**src/rtl/m_fetch_unit_if.sv**
```systemverilog
`default_nettype none
// ============================================================================
//  Module      : m_fetch_unit_if
//  Description : Signal bundle between the fetch unit and its surroundings.
//                It groups the instruction memory bus, the decoder
//                valid/ready handshake and the stall/redirect controls.
//                The master modport is the fetch unit's view. The slave
//                modport is the view of the memory, the decoder and the
//                control logic.
//  Revision    : 1.0 - initial release
// ----------------------------------------------------------------------------
//  Signals (direction seen from the master):
//    w_bus_addr     out 8    instruction memory address (fetch PC)
//    w_bus_data     in  8    instruction byte, same-cycle return
//    w_instr        out 8    byte at the queue head (0 when empty)
//    w_instr_pc     out 8    address of the head byte (0 when empty)
//    w_instr_valid  out 1    queue non-empty
//    w_instr_ready  in  1    decoder accepts the head this cycle
//    w_stall        in  1    suppress new fetches
//    w_redirect     in  1    flush queue, restart fetch at w_redirect_pc
//    w_redirect_pc  in  8    redirect target
//    w_queue_count  out CW   occupied entries, CW = log2(QUEUE_DEPTH)+1
// ============================================================================
interface m_fetch_unit_if #(
    parameter int unsigned QUEUE_DEPTH = 4
);
    localparam int unsigned c_cnt_w = $clog2(QUEUE_DEPTH) + 1;

    logic [7:0]         w_bus_addr;
    logic [7:0]         w_bus_data;
    logic [7:0]         w_instr;
    logic [7:0]         w_instr_pc;
    logic               w_instr_valid;
    logic               w_instr_ready;
    logic               w_stall;
    logic               w_redirect;
    logic [7:0]         w_redirect_pc;
    logic [c_cnt_w-1:0] w_queue_count;

    modport master (
        output w_bus_addr,
        input  w_bus_data,
        output w_instr,
        output w_instr_pc,
        output w_instr_valid,
        input  w_instr_ready,
        input  w_stall,
        input  w_redirect,
        input  w_redirect_pc,
        output w_queue_count
    );

    modport slave (
        input  w_bus_addr,
        output w_bus_data,
        input  w_instr,
        input  w_instr_pc,
        input  w_instr_valid,
        output w_instr_ready,
        output w_stall,
        output w_redirect,
        output w_redirect_pc,
        input  w_queue_count
    );
endinterface
`default_nettype wire

```
**src/rtl/m_fetch_unit.sv**
```systemverilog
`default_nettype none
// ============================================================================
//  Module      : m_fetch_unit
//  Description : Instruction fetch stage and instruction memory bus master.
//                The unit holds the fetch PC and drives it as the bus
//                address. Each returned byte is buffered with its address
//                in a circular prefetch queue. The queue head is offered to
//                the decoder over a valid/ready handshake. A stall holds the
//                PC while the queue keeps draining. A redirect flushes the
//                queue and reloads the PC.
//  Revision    : 1.0 - initial release
// ----------------------------------------------------------------------------
//  Parameters:
//    QUEUE_DEPTH  prefetch queue entries (power of two, >= 2)
//    RESET_PC     fetch address after reset
//  Ports:
//    w_clock      in   system clock, rising edge
//    w_reset      in   asynchronous active-low reset
//    bus          m_fetch_unit_if.master (memory bus, decoder handshake,
//                 stall/redirect controls, occupancy)
// ============================================================================
module m_fetch_unit #(
    parameter int unsigned QUEUE_DEPTH = 4,
    parameter logic [7:0]  RESET_PC    = 8'h00
) (
    input  wire logic        w_clock,
    input  wire logic        w_reset,
    m_fetch_unit_if.master   bus
);

    localparam int unsigned c_ptr_w = $clog2(QUEUE_DEPTH);
    localparam int unsigned c_cnt_w = c_ptr_w + 1;
    localparam logic [c_cnt_w-1:0] c_depth = c_cnt_w'(QUEUE_DEPTH);

    // ------------------------------------------------------------------
    // State
    // ------------------------------------------------------------------
    logic [7:0]          pc_q,     pc_d;
    logic [c_ptr_w-1:0]  rd_ptr_q, rd_ptr_d;
    logic [c_ptr_w-1:0]  wr_ptr_q, wr_ptr_d;
    logic [c_cnt_w-1:0]  count_q,  count_d;

    // Each entry holds {address, byte}. The storage is not reset because
    // nothing reads it while the count is zero.
    logic [15:0]         mem_q [QUEUE_DEPTH];

    logic                w_valid;
    logic                w_full;
    logic                w_pop;
    logic                w_push;
    logic [15:0]         w_head;

    // ------------------------------------------------------------------
    // Handshake qualification
    // ------------------------------------------------------------------
    assign w_valid = (count_q != '0);
    assign w_full  = (count_q == c_depth);

    // A redirect cancels both the pop and the push of its cycle.
    assign w_pop   = w_valid && bus.w_instr_ready && !bus.w_redirect;

    // A full queue may still push when the head leaves in the same cycle.
    // w_instr_ready reaches only the push enable. It never reaches the
    // bus address, which is taken directly from pc_q.
    assign w_push  = !bus.w_stall && !bus.w_redirect && (!w_full || w_pop);

    // ------------------------------------------------------------------
    // Next-state logic
    // ------------------------------------------------------------------
    always_comb begin
        pc_d     = pc_q;
        rd_ptr_d = rd_ptr_q;
        wr_ptr_d = wr_ptr_q;
        count_d  = count_q;

        if (bus.w_redirect) begin
            pc_d     = bus.w_redirect_pc;
            rd_ptr_d = '0;
            wr_ptr_d = '0;
            count_d  = '0;
        end else begin
            if (w_push) begin
                // The PC wraps from 8'hFF to 8'h00 through the natural
                // 8-bit overflow.
                pc_d     = pc_q + 8'd1;
                wr_ptr_d = wr_ptr_q + 1'b1;
            end
            if (w_pop) begin
                rd_ptr_d = rd_ptr_q + 1'b1;
            end
            case ({w_push, w_pop})
                2'b10:   count_d = count_q + 1'b1;
                2'b01:   count_d = count_q - 1'b1;
                default: count_d = count_q;
            endcase
        end
    end

    // ------------------------------------------------------------------
    // Control registers
    // ------------------------------------------------------------------
    always_ff @(posedge w_clock or negedge w_reset) begin
        if (!w_reset) begin
            pc_q     <= RESET_PC;
            rd_ptr_q <= '0;
            wr_ptr_q <= '0;
            count_q  <= '0;
        end else begin
            pc_q     <= pc_d;
            rd_ptr_q <= rd_ptr_d;
            wr_ptr_q <= wr_ptr_d;
            count_q  <= count_d;
        end
    end

    // ------------------------------------------------------------------
    // Queue storage
    // ------------------------------------------------------------------
    always_ff @(posedge w_clock) begin
        if (w_push) begin
            mem_q[wr_ptr_q] <= {pc_q, bus.w_bus_data};
        end
    end

    // ------------------------------------------------------------------
    // Outputs
    // ------------------------------------------------------------------
    assign w_head            = mem_q[rd_ptr_q];

    assign bus.w_bus_addr    = pc_q;
    assign bus.w_instr_valid = w_valid;
    assign bus.w_instr       = w_valid ? w_head[7:0]  : 8'h00;
    assign bus.w_instr_pc    = w_valid ? w_head[15:8] : 8'h00;
    assign bus.w_queue_count = count_q;

endmodule
`default_nettype wire
```
**src/flat_wrapper.sv**
```systemverilog
// flat-port wrapper written by rule: the top's interface ports become plain ports
module m_fetch_unit_flat 
#(
    parameter int unsigned QUEUE_DEPTH = 4,
    parameter logic [7:0]  RESET_PC    = 8'h00
)
  (w_clock, w_reset, bus_w_bus_addr, bus_w_bus_data, bus_w_instr, bus_w_instr_pc, bus_w_instr_valid, bus_w_instr_ready, bus_w_stall, bus_w_redirect, bus_w_redirect_pc, bus_w_queue_count);
  m_fetch_unit_if #(.QUEUE_DEPTH(QUEUE_DEPTH)) bus_i ();
  input  wire logic w_clock;
  input  wire logic w_reset;
  output wire logic [$bits(bus_i.w_bus_addr)-1:0] bus_w_bus_addr;
  input wire logic [$bits(bus_i.w_bus_data)-1:0] bus_w_bus_data;
  output wire logic [$bits(bus_i.w_instr)-1:0] bus_w_instr;
  output wire logic [$bits(bus_i.w_instr_pc)-1:0] bus_w_instr_pc;
  output wire logic [$bits(bus_i.w_instr_valid)-1:0] bus_w_instr_valid;
  input wire logic [$bits(bus_i.w_instr_ready)-1:0] bus_w_instr_ready;
  input wire logic [$bits(bus_i.w_stall)-1:0] bus_w_stall;
  input wire logic [$bits(bus_i.w_redirect)-1:0] bus_w_redirect;
  input wire logic [$bits(bus_i.w_redirect_pc)-1:0] bus_w_redirect_pc;
  output wire logic [$bits(bus_i.w_queue_count)-1:0] bus_w_queue_count;
  assign bus_w_bus_addr = bus_i.w_bus_addr;
  assign bus_i.w_bus_data = bus_w_bus_data;
  assign bus_w_instr = bus_i.w_instr;
  assign bus_w_instr_pc = bus_i.w_instr_pc;
  assign bus_w_instr_valid = bus_i.w_instr_valid;
  assign bus_i.w_instr_ready = bus_w_instr_ready;
  assign bus_i.w_stall = bus_w_stall;
  assign bus_i.w_redirect = bus_w_redirect;
  assign bus_i.w_redirect_pc = bus_w_redirect_pc;
  assign bus_w_queue_count = bus_i.w_queue_count;
  m_fetch_unit #(.QUEUE_DEPTH(QUEUE_DEPTH), .RESET_PC(RESET_PC)) u_core (.w_clock(w_clock), .w_reset(w_reset), .bus(bus_i));
endmodule
```
**config.mk**
```make
export PLATFORM = sky130hd
export DESIGN_NAME = m_fetch_unit_flat
export DESIGN_NICKNAME = d
export VERILOG_FILES = /design/src/rtl/m_fetch_unit_if.sv /design/src/rtl/m_fetch_unit.sv /design/src/flat_wrapper.sv
export SDC_FILE = /design/constraint.sdc
export NUM_CORES = 1
export LEC_CHECK = 0
export CAP_MARGIN = 20
export CORE_UTILIZATION = 40
export DETAILED_ROUTE_END_ITERATION = 8
export PLACE_DENSITY = 0.67
export SYNTH_ARGS = -nofsm -noshare
export SYNTH_HDL_FRONTEND = slang
export SYNTH_SLANG_ARGS = --single-unit
```
**constraint.sdc**
```tcl
create_clock -name w_clock -period 4.25 [get_ports w_clock]
set_input_delay 0.6375 -clock w_clock [delete_from_list [all_inputs] [get_ports w_clock]]
set_output_delay 0.6375 -clock w_clock [all_outputs]
set_load 0.05 [all_outputs]
```
==> qor.txt, run 1 <==
SYNTHESIS
-------------------------------------------------------------------------------------
Netlist Area Pre-Place                                                    0.00351 mm²
Share of async-settable or async-resettable flops after synthesis               19.0%
Portion of the post-synthesis area used by sequential elements                  65.5%
Synthesis Warnings                                                                  0
Syn Inst Count                                                                    219
Synth Register Bits                                                                79
Synthesized net count                                                             246
Synthesized area per cell                                                    16.0 µm²
Fraction of synthesized cell area taken by the top area cell type               54.8%
Top area cells in the synthesized netlist                                sky130_fd_sc_hd__edfxtp_1 (55%), sky130_fd_sc_hd__dfrtp_1 (11%), sky130_fd_sc_hd__mux4_2 (10%)
Number of enable flip-flop cells after synthesis                                   64
Distinct cell type count of the synthesized netlist                                42
Commonest register cell after synthesis                                  sky130_fd_sc_hd__edfxtp_1
Cell type with the largest total area after synthesis                    sky130_fd_sc_hd__edfxtp_1

FLOORPLANNING
-------------------------------------------------------------------------------------
Die area                                                                  0.00915 mm²
Initial Utilization                                                             42.1%
Die width                                                                     95.7 µm
Chip height                                                                   95.7 µm
Number of ports placed on the die boundary                                         49
Cell row count                                                                     33
Core Footprint                                                            0.00834 mm²

CLOCK TREE
-------------------------------------------------------------------------------------
Hold buffer count at CTS                                                            0
Postcts setup bufs                                                                  0
PostCTS Resize Cnt                                                                  0
H-Tree Depth                                                                        3
Clock-pin slew of the registers on the worst-case setup and hold paths        0.08 ns
Number of CTS-inserted buffers                                                      9
Clock network latency to the later pin of the worst-skew pair                 0.35 ns
Max clock buf depth                                                                 2
Clk root buf                                                             sky130_fd_sc_hd__clkbuf_8
CTS tree                                                                          yes
# clock sinks                                                                      79

WORST SETUP PATH
-------------------------------------------------------------------------------------
Cell chain of the critical path                                          nor3_2 -> and2b_1 -> clkdlybuf4s50_1
Worst R2R Path Depth                                                                3
Crit Reg-Reg Startpoint                                                  u_core.bus.w_queue_count[1]
Crit Path Max Fanout                                                               17
Worst Path Class, Setup                                                    reg -> out
Reg-to-reg setup timing slack                                                 1.88 ns
Arrival time of data at the critical path endpoint                            2.74 ns
Crit end category                                                          output pin
Slowest cell on the critical path                                        sky130_fd_sc_hd__nor3_2
Largest stage delay on the critical path                                      0.90 ns
Setup crit start kind                                                        register
Req. time, crit path                                                          3.61 ns
Worst reg2reg endpoint                                                   u_core.mem_q[3][2]

PWR
-------------------------------------------------------------------------------------
Peak VDD IR                                                                    156 µV
Sequential Power Share                                                          49.2%
Share of power burned in combinational logic                                    22.5%
Power per standard cell area                                               443 mW/mm²
Pleak                                                                         1.39 nW
Proportion of total power due to net switching                                  29.7%
Net switching power                                                          0.556 mW
Clock network fraction of design power                                          28.2%
Design internal power                                                         1.31 mW

GLOBAL ROUTE
-------------------------------------------------------------------------------------
Number of antenna violations at the first check in global routing                   0
Total Routing Usage GR                                                          15.6%
Final global-route overflow total                                                   0
Largest net degree at the start of global routing                                  21
Via count of the first global-routing pass                                       1970
Wire length of the first global-routing pass                                  9970 µm

DETAILED ROUTING
-------------------------------------------------------------------------------------
Routed WL per cell                                                            16.6 µm
Vias                                                                             1989
Final Routed Wirelength                                                       6220 µm
Final antenna-violating net count                                                   0
Number of DRC violations after detailed-routing iteration 0                        76
Routed vias/inst                                                                 5.30
Number of DRC violations after detailed routing                                     0
First-pass iteration count of the detailed router                                   4

CELLS AND AREA
-------------------------------------------------------------------------------------
Growth of design area from synthesis to finish                                  20.2%
Fraction of final layout cells sized beyond drive strength 1                    13.0%
Net count of the finished layout                                                  292
Design area                                                               0.00422 mm²
Footprint of the flip-flops and latches                                   0.00230 mm²
Antenna diode count                                                                 0
Filler instances                                                                  728
Area taken by multi-input logic gates                                     0.00109 mm²

MIN PATH
-------------------------------------------------------------------------------------
Number of cells traversed by the worst hold path                                    2
Beginning of the worst hold path                                         u_core.rd_ptr_q[0]
Hold Path Sink                                                           u_core.rd_ptr_q[0]
Worst hold-check path type                                                 reg -> reg

STA
-------------------------------------------------------------------------------------
Transition time at the pin with the least slew margin                         1.04 ns
Fin. max-slew vios                                                                  0
Final Skew                                                                 0.00725 ns
Maximum frequency from static timing analysis                                 296 MHz
Number of setup violations in the final report                                      0
Total count of hold-check failures in the final report                              0
RSZ-0062 raised after global routing                                               no
Sum Neg Setup Slack                                                              0 ns
Post-layout min period                                                        3.38 ns
Share of the clock period used by the worst path after layout                   79.6%
Normalized max-slew margin                                                      30.1%

OUTCOME
-------------------------------------------------------------------------------------
Run status                                                                  completed

FLOW RUN
-------------------------------------------------------------------------------------
Max-capacitance violation count                                                     0

PLACE
-------------------------------------------------------------------------------------
Total placed instance area                                                0.00403 mm²
Final HPWL DP                                                                 3980 µm
Count of port buffers added during placement                                       48
Routability congestion estimate                                                 0.708

worst max-delay path by stage:
stage                                            from            endpoint  slack (ns)
final                     u_core.bus.w_queue_count[1]      bus_w_instr[1]        0.87
after global routing      u_core.bus.w_queue_count[1]      bus_w_instr[1]        0.68
after CTS                 u_core.bus.w_queue_count[0]      bus_w_instr[1]        0.84
after detailed placement            bus_w_instr_ready  u_core.mem_q[0][4]        1.12
after global placement              bus_w_instr_ready  u_core.mem_q[0][7]        1.19
after floorplan           u_core.bus.w_queue_count[2]      bus_w_instr[0]        1.73
power by group through the flow:
stage	clock network (mW)	registers [mW]	logic, mW
finish	0.528	0.920	0.421
global route	0.575	0.927	0.451
CTS	0.543	0.921	0.428
detailed placement	0	0.938	0.427
global placement	0	0.935	0.423
floorplan	0	0.957	0.273
cells in the mapped netlist (3+ instances only):
cell type,count
sky130_fd_sc_hd__o211ai_1,3
sky130_fd_sc_hd__or3_1,3
sky130_fd_sc_hd__clkbuf_1,3
sky130_fd_sc_hd__inv_1,7
sky130_fd_sc_hd__dfrtp_1,15
sky130_fd_sc_hd__buf_6,5
sky130_fd_sc_hd__and2_1,5
sky130_fd_sc_hd__edfxtp_1,64
sky130_fd_sc_hd__nand3b_1,5
sky130_fd_sc_hd__a31oi_1,7
sky130_fd_sc_hd__a21oi_1,3
sky130_fd_sc_hd__and2b_1,4
sky130_fd_sc_hd__mux4_2,16
sky130_fd_sc_hd__o31ai_1,5
sky130_fd_sc_hd__nand2b_1,3
sky130_fd_sc_hd__buf_2,4
sky130_fd_sc_hd__ha_1,5
sky130_fd_sc_hd__nor2b_1,13
sky130_fd_sc_hd__nand3_1,3
sky130_fd_sc_hd__nor2_1,11
sky130_fd_sc_hd__or4_1,6
sky130_fd_sc_hd__o21ai_0,5
cell type report:
class | count | share of cell area, %
clock buffer | 10 | 3.03
timing repair buffer | 49 | 11.6
tap | 105 | 3.11
clock inverter | 6 | 1.45
inverter | 7 | 0.623
sequential | 79 | 54.5
multi-input combinational | 119 | 25.7
per-stage QoR:
stage,setup WS (ns),utilization [%],total power [mW],instances,hold slack (ns)
after floorplan,1.73,-,1.23,219,0.342
after global placement,1.19,48.3,1.36,359,0.549
after detailed placement,1.12,48.3,1.36,359,0.555
after CTS,0.837,50.6,1.89,375,0.574
after global routing,0.677,50.6,1.95,375,0.605
final,0.868,50.6,1.87,375,0.569
state kept, by name, summed over array words and instances, names as in the netlist:
name and count:
u_core.bus.w_bus_addr 8, u_core.bus.w_queue_count 3, u_core.wr_ptr_q 2, u_core.mem_q 64, u_core.rd_ptr_q 2
logic make-up after synthesis:
kind of cell	Yosys count	synth area share (%)
fa+ha+maj	6	2.35
compound gates	30	5.67
mux	17	10.6
buf+inv	21	3.60
flops	79	65.5
xor+xnor	4	0.998
simple gates	62	11.3
cells in the final DEF, fill, tap and decap left out, types with 4 or more instances in the layout:
master,instances
sky130_fd_sc_hd__mux4_2,16
sky130_fd_sc_hd__inv_1,7
sky130_fd_sc_hd__clkbuf_8,9
sky130_fd_sc_hd__nand3b_1,5
sky130_fd_sc_hd__a31oi_1,7
sky130_fd_sc_hd__o21ai_0,5
sky130_fd_sc_hd__nor2_1,11
sky130_fd_sc_hd__nor2b_1,13
sky130_fd_sc_hd__clkdlybuf4s50_1,48
sky130_fd_sc_hd__and2b_1,4
sky130_fd_sc_hd__ha_1,5
sky130_fd_sc_hd__edfxtp_1,64
sky130_fd_sc_hd__or4_1,6
sky130_fd_sc_hd__o31ai_1,5
sky130_fd_sc_hd__and2_1,5
sky130_fd_sc_hd__dfrtp_1,15
worst max-delay path, delay by kind of cell (launching register included):
family	cells	cell delay, ns
simple gates	2	1.17
buf+inv	1	0.69
flops	1	0.53
metal layers:
layer	up-vias	wire length, µm	global-route usage [%]
met1	985	2720	19.1
li1	941	-	-
met5	-	0	0
met4	0	150	9.08
met2	52	3080	25.2
met3	11	276	3.51
(Power assumes the default switching activity.)
==> run 2, diff against run 1 <==
- clock period: 4.25 -> 3.2 ns (I/O delays scaled with it)
==> run 2 against run 1 <==
  * Die area did not move
  * Via count rose by 1.4%
  * Sequential power rose by 34%
  * Global-route usage barely moved
  * Core utilization rose by 1.2 points
  * Critical endpoint is now bus_w_instr[7]
  * First-iteration DRC count rose by 20%
  * Worst setup slack got worse by 0.67 ns
==> qor.txt, run 2 (same netlist as run 1, synthesis figures left out) <==
FLOORPLANNING
-------------------------------------------------------------------------------------
Number of ports placed on the die boundary                                         49
Die width                                                                     95.7 µm
Die area                                                                  0.00915 mm²
Cell row count                                                                     33
Core Footprint                                                            0.00834 mm²
Chip height                                                                   95.7 µm
Initial Utilization                                                             42.1%

PLACE
-------------------------------------------------------------------------------------
Final HPWL DP                                                                 4090 µm
Total placed instance area                                                0.00409 mm²
Count of port buffers added during placement                                       48
Routability congestion estimate                                                 0.716
Placed insts                                                                      370

STA
-------------------------------------------------------------------------------------
RSZ-0062 raised after global routing                                               no
Fin. max-slew vios                                                                  0
Maximum frequency from static timing analysis                                 333 MHz
Share of the clock period used by the worst path after layout                   94.0%
Total count of hold-check failures in the final report                              0
Post-layout min period                                                        3.01 ns
Number of setup violations in the final report                                      0
Normalized max-slew margin                                                      50.0%
Final Skew                                                                 0.00835 ns
Sum Neg Setup Slack                                                              0 ns
Transition time at the pin with the least slew margin                        0.748 ns

CELLS AND AREA
-------------------------------------------------------------------------------------
Fraction of final layout cells sized beyond drive strength 1                    18.9%
Highest-count cells in the layout ignoring fill and taps                 sky130_fd_sc_hd__edfxtp_1 (64), sky130_fd_sc_hd__clkdlybuf4s50_1 (40), sky130_fd_sc_hd__buf_4 (20)
Filler instances                                                                  727
Most common cell after layout, fill and taps aside                       sky130_fd_sc_hd__edfxtp_1
Net count of the finished layout                                                  303
Growth of design area from synthesis to finish                                  23.0%
Max FFs per register                                                               64
Antenna diode count                                                                 0
Design area                                                               0.00432 mm²
Number of standard cells in the final layout excluding fillers                    386
Largest register by flop count                                           u_core.mem_q

DETAILED ROUTING
-------------------------------------------------------------------------------------
First-pass iteration count of the detailed router                                   4
Routed WL per cell                                                            16.3 µm
Number of DRC violations after detailed routing                                     0
Vias                                                                             2017
Final Routed Wirelength                                                       6300 µm
Routed vias/inst                                                                 5.23
Final antenna-violating net count                                                   0
Number of DRC violations after detailed-routing iteration 0                        91

WORST SETUP PATH
-------------------------------------------------------------------------------------
Arrival time of data at the critical path endpoint                            2.53 ns
Crit Reg-Reg Startpoint                                                  u_core.bus.w_queue_count[0]
Setup crit start kind                                                        register
Req. time, crit path                                                          2.72 ns
Crit Path Max Fanout                                                               10
Worst Path Class, Setup                                                    reg -> out
Reg-to-reg setup timing slack                                                 0.96 ns
Worst reg2reg endpoint                                                   u_core.bus.w_queue_count[2]
Crit end category                                                          output pin
Worst R2R Path Depth                                                                6

OUTCOME
-------------------------------------------------------------------------------------
Run status                                                                  completed

PWR
-------------------------------------------------------------------------------------
Sequential Power Share                                                          47.3%
Share of power burned in combinational logic                                    21.4%
Peak VDD IR                                                                    249 µV
Pleak                                                                         1.48 nW
Proportion of total power due to net switching                                  28.0%
Clock network fraction of design power                                          31.3%
Net switching power                                                          0.729 mW
Design internal power                                                         1.87 mW
Power per standard cell area                                               603 mW/mm²

FLOW RUN
-------------------------------------------------------------------------------------
Max-capacitance violation count                                                     0

GLOBAL ROUTE
-------------------------------------------------------------------------------------
Number of antenna violations at the first check in global routing                   0
Final global-route overflow total                                                   0
Total Routing Usage GR                                                          15.6%
Largest net degree at the start of global routing                                  20
Wire length of the first global-routing pass                                 10100 µm
Via count of the first global-routing pass                                       1977

CLOCK TREE
-------------------------------------------------------------------------------------
Clock network latency to the later pin of the worst-skew pair                 0.34 ns
CTS tree                                                                          yes
Number of CTS-inserted buffers                                                      9
Clock-pin slew of the registers on the worst-case setup and hold paths        0.08 ns
# clock sinks                                                                      79
PostCTS Resize Cnt                                                                  0
Max clock buf depth                                                                 2
Hold buffer count at CTS                                                            0
H-Tree Depth                                                                        3
Clk root buf                                                             sky130_fd_sc_hd__clkbuf_8
Postcts setup bufs                                                                  0

MIN PATH
-------------------------------------------------------------------------------------
Worst hold-check path type                                                in -> async

run 2: cell types whose count changed in the layout (fill, tap and decap cells not counted), sizes merged:
cell and change:
buf +19, bufinv +1, clkbuf +3, clkdlybuf4s50 -8, clkinv -3, clkinvlp -1
run 2: worst max path at each step:
stage	from	end	slack (ns)
2_1_floorplan	u_core.bus.w_queue_count[2]	bus_w_instr[0]	0.83
3_3_place_gp	u_core.rd_ptr_q[0]	bus_w_instr_pc[7]	0.58
3_5_place_dp	u_core.rd_ptr_q[0]	bus_w_instr[5]	0.53
4_1_cts	u_core.rd_ptr_q[0]	bus_w_instr[7]	0.12
5_1_grt	u_core.rd_ptr_q[0]	bus_w_instr[7]	0.03
6_report	u_core.rd_ptr_q[0]	bus_w_instr[7]	0.19
run 2: power by group through the flow:
stage,combinational [mW],sequential [mW],clock (mW)
2_1_floorplan,0.363,1.27,0
3_3_place_gp,0.560,1.25,0
3_5_place_dp,0.564,1.25,0
4_1_cts,0.565,1.23,0.831
5_1_grt,0.599,1.24,0.876
6_report,0.557,1.23,0.813
run 2: metrics by stage:
stage / utilization, % / total power [mW] / worst slack (ns) / hold slack, ns
finish: 51.7 / 2.60 / 0.193 / 0.575
global route: 51.7 / 2.71 / 0.0284 / 0.615
CTS: 51.7 / 2.63 / 0.124 / 0.589
detailed placement: 49.1 / 1.82 / 0.533 / 0.607
global placement: 49.1 / 1.81 / 0.581 / 0.576
floorplan: - / 1.63 / 0.833 / 0.184
run 2: worst max-delay path, stage by stage (launching register included):
cell                              delay, ns
sky130_fd_sc_hd__dfrtp_1               0.75
sky130_fd_sc_hd__mux4_2                0.58
sky130_fd_sc_hd__and2b_1               0.16
sky130_fd_sc_hd__clkdlybuf4s50_1       0.69
run 2: layer usage:
| layer | vias to the layer above | GRT usage [%] | part of all wire, % |
|---|---|---|---|
| li1 | 963 | - | - |
| met1 | 993 | 19.9 | 45 |
| met2 | 51 | 24.7 | 48 |
| met3 | 10 | 3.91 | 4.6 |
| met4 | 0 | 7.46 | 2.1 |
| met5 | - | 0 | 0 |
run 2: area by class of cell:
type	instances	area (µm²)	area share [%]
clock buffers	13	159	3.68
flip-flops and latches	79	2300	53.2
inverters	7	26.3	0.609
multi-input cells	119	1090	25.2
clock inverters	3	65.1	1.51
well taps	105	131	3.04
repair buffers	60	551	12.8
==> run 3, diff against run 2 <==
- CORE_MARGIN: unset -> 4
==> run 3 against run 2 <==
  * Combinational power is 3% higher
  * Hold slack worse by 0.0085 ns
  * Critical path depth is the same
  * Worst setup slack better by 0.19 ns
  * First-iteration DRC count fell by 14%
  * Sequential power about the same
  * Wire length up 0.64%
  * Sequential share of layout area up 1.1 points
  * Final area is 2.0% lower
==> qor.txt, run 3 (same netlist as run 1, synthesis figures left out) <==
CLOCK TREE
-------------------------------------------------------------------------------------
Postcts setup bufs                                                                  0
CTS tree                                                                          yes
# clock sinks                                                                      79
Clock network latency to the later pin of the worst-skew pair                 0.34 ns
H-Tree Depth                                                                        3
Max clock buf depth                                                                 2
Clock-pin slew of the registers on the worst-case setup and hold paths        0.08 ns
Hold buffer count at CTS                                                            0
PostCTS Resize Cnt                                                                  0
Number of CTS-inserted buffers                                                      9
Clk root buf                                                             sky130_fd_sc_hd__clkbuf_8

CELLS AND AREA
-------------------------------------------------------------------------------------
Antenna diode count                                                                 0
Growth of design area from synthesis to finish                                  20.5%
Post-layout utilization of the core                                             50.5%
Net count of the finished layout                                                  302
Highest-count cells in the layout ignoring fill and taps                 sky130_fd_sc_hd__edfxtp_1 (64), sky130_fd_sc_hd__clkdlybuf4s50_1 (33), sky130_fd_sc_hd__buf_4 (26)
Max FFs per register                                                               64
Design area                                                               0.00423 mm²
Most common cell after layout, fill and taps aside                       sky130_fd_sc_hd__edfxtp_1
Fraction of final layout cells sized beyond drive strength 1                    20.7%
Number of standard cells in the final layout excluding fillers                    385
Largest register by flop count                                           u_core.mem_q

PLACE
-------------------------------------------------------------------------------------
Count of port buffers added during placement                                       48
Placed insts                                                                      369
Total placed instance area                                                0.00407 mm²
Worst slack after detailed placement                                         0.596 ns
Routability congestion estimate                                                 0.726
Final HPWL DP                                                                 4210 µm

DETAILED ROUTING
-------------------------------------------------------------------------------------
Number of DRC violations after detailed routing                                     0
Vias                                                                             2004
Routed wire length on met2                                                    2930 µm
Final Routed Wirelength                                                       6340 µm
Highest routed metal layer                                                       met4
Met3 layer wire length in the routed design                                    279 µm
First-pass iteration count of the detailed router                                   4
Number of DRC violations after detailed-routing iteration 0                        78
Met1 Wirelength                                                               3030 µm
Routed vias/inst                                                                 5.21
Routed WL per cell                                                            16.5 µm
Final antenna-violating net count                                                   0

FLOORPLANNING
-------------------------------------------------------------------------------------
Number of ports placed on the die boundary                                         49
Chip height                                                                    102 µm
Cell row count                                                                     33
Die width                                                                      102 µm
Die area                                                                   0.0103 mm²
Core Footprint                                                            0.00838 mm²
Initial Utilization                                                             41.9%

PWR
-------------------------------------------------------------------------------------
Total power consumption of the routed design                                  2.39 mW
Peak VDD IR                                                                    191 µV
Pleak                                                                         1.45 nW
Power per standard cell area                                               566 mW/mm²

STA
-------------------------------------------------------------------------------------
Number of setup violations in the final report                                      0
RSZ-0062 raised after global routing                                               no
Transition time at the pin with the least slew margin                        0.712 ns
Worst-case setup margin in the final layout                                  0.381 ns
Total count of hold-check failures in the final report                              0
Final Skew                                                                  0.0131 ns
Post-layout min period                                                        2.82 ns
Sum Neg Setup Slack                                                              0 ns
Normalized max-slew margin                                                      52.4%
Maximum frequency from static timing analysis                                 355 MHz
Share of the clock period used by the worst path after layout                   88.1%
Fin. max-slew vios                                                                  0
Worst slack on hold paths                                                    0.566 ns

WORST SETUP PATH
-------------------------------------------------------------------------------------
Slowest cell on the critical path                                        sky130_fd_sc_hd__clkdlybuf4s50_1
Top cell family by delay on the critical path                            simple AND/OR/NAND/NOR gates
Crit Path Max Fanout                                                               11
Arrival time of data at the critical path endpoint                            2.34 ns
Req. time, crit path                                                          2.72 ns
Worst Path Class, Setup                                                    reg -> out
Cell chain of the critical path                                          nor3_2 -> and2b_1 -> clkdlybuf4s50_1
Largest stage delay on the critical path                                      0.70 ns
Crit end category                                                          output pin
Setup crit start kind                                                        register
Crit path buf inv count                                                             1
Reg-to-reg setup timing slack                                                 0.99 ns

GLOBAL ROUTE
-------------------------------------------------------------------------------------
Largest net degree at the start of global routing                                  19
Wire length of the first global-routing pass                                 10400 µm
Number of antenna violations at the first check in global routing                   0
Via count of the first global-routing pass                                       2030
Total Routing Usage GR                                                          13.2%
Final global-route overflow total                                                   0

FLOW RUN
-------------------------------------------------------------------------------------
Max-capacitance violation count                                                     0

OUTCOME
-------------------------------------------------------------------------------------
Run status                                                                  completed

MIN PATH
-------------------------------------------------------------------------------------
Worst hold-check path type                                                in -> async

## run 3: cell types whose count changed in the layout (fill, tap and decap cells not counted)
| cell | change |
|---|---|
| sky130_fd_sc_hd__clkbuf_8 | -2 |
| sky130_fd_sc_hd__clkbuf_1 | -2 |
| sky130_fd_sc_hd__clkdlybuf4s50_1 | -7 |
| sky130_fd_sc_hd__clkinv_4 | +1 |
| sky130_fd_sc_hd__buf_4 | +6 |
| sky130_fd_sc_hd__bufinv_16 | -2 |
| sky130_fd_sc_hd__clkinvlp_4 | +2 |
| sky130_fd_sc_hd__clkinv_1 | +3 |
## run 3: worst paths after layout
path,from,end,cells past startpoint
max,u_core.bus.w_queue_count[1],bus_w_instr[1],3
min,w_reset,u_core.bus.w_bus_addr[0],1
max reg2reg,u_core.bus.w_queue_count[1],u_core.bus.w_queue_count[2],6
min reg2reg,u_core.wr_ptr_q[1],u_core.wr_ptr_q[1],2
max in group asynchronous,w_reset,u_core.bus.w_queue_count[0],1
min in group w_clock,u_core.wr_ptr_q[1],u_core.wr_ptr_q[1],2
## run 3: cell type report
type	count	area, µm²
sequential	79	2300
timing repair buffer	59	526
tap	105	131
clock buffer	9	124
clock inverter	7	40.0
fill	729	4150
inverter	7	26.3
multi-input combinational	119	1090
## run 3: report_power, final
group | total [mW] | internal, mW | switching (mW)
Sequential | 1.21 | 1.16 | 0.0485
Combinational | 0.572 | 0.222 | 0.350
Clock | 0.611 | 0.273 | 0.338
Total | 2.39 | 1.66 | 0.736
## run 3: metal layers
layer	GRT usage [%]	vias to the layer above
li1	-	963
met1	18.8	982
met2	20.0	50
met3	2.48	9
met4	5.52	0
met5	0	-
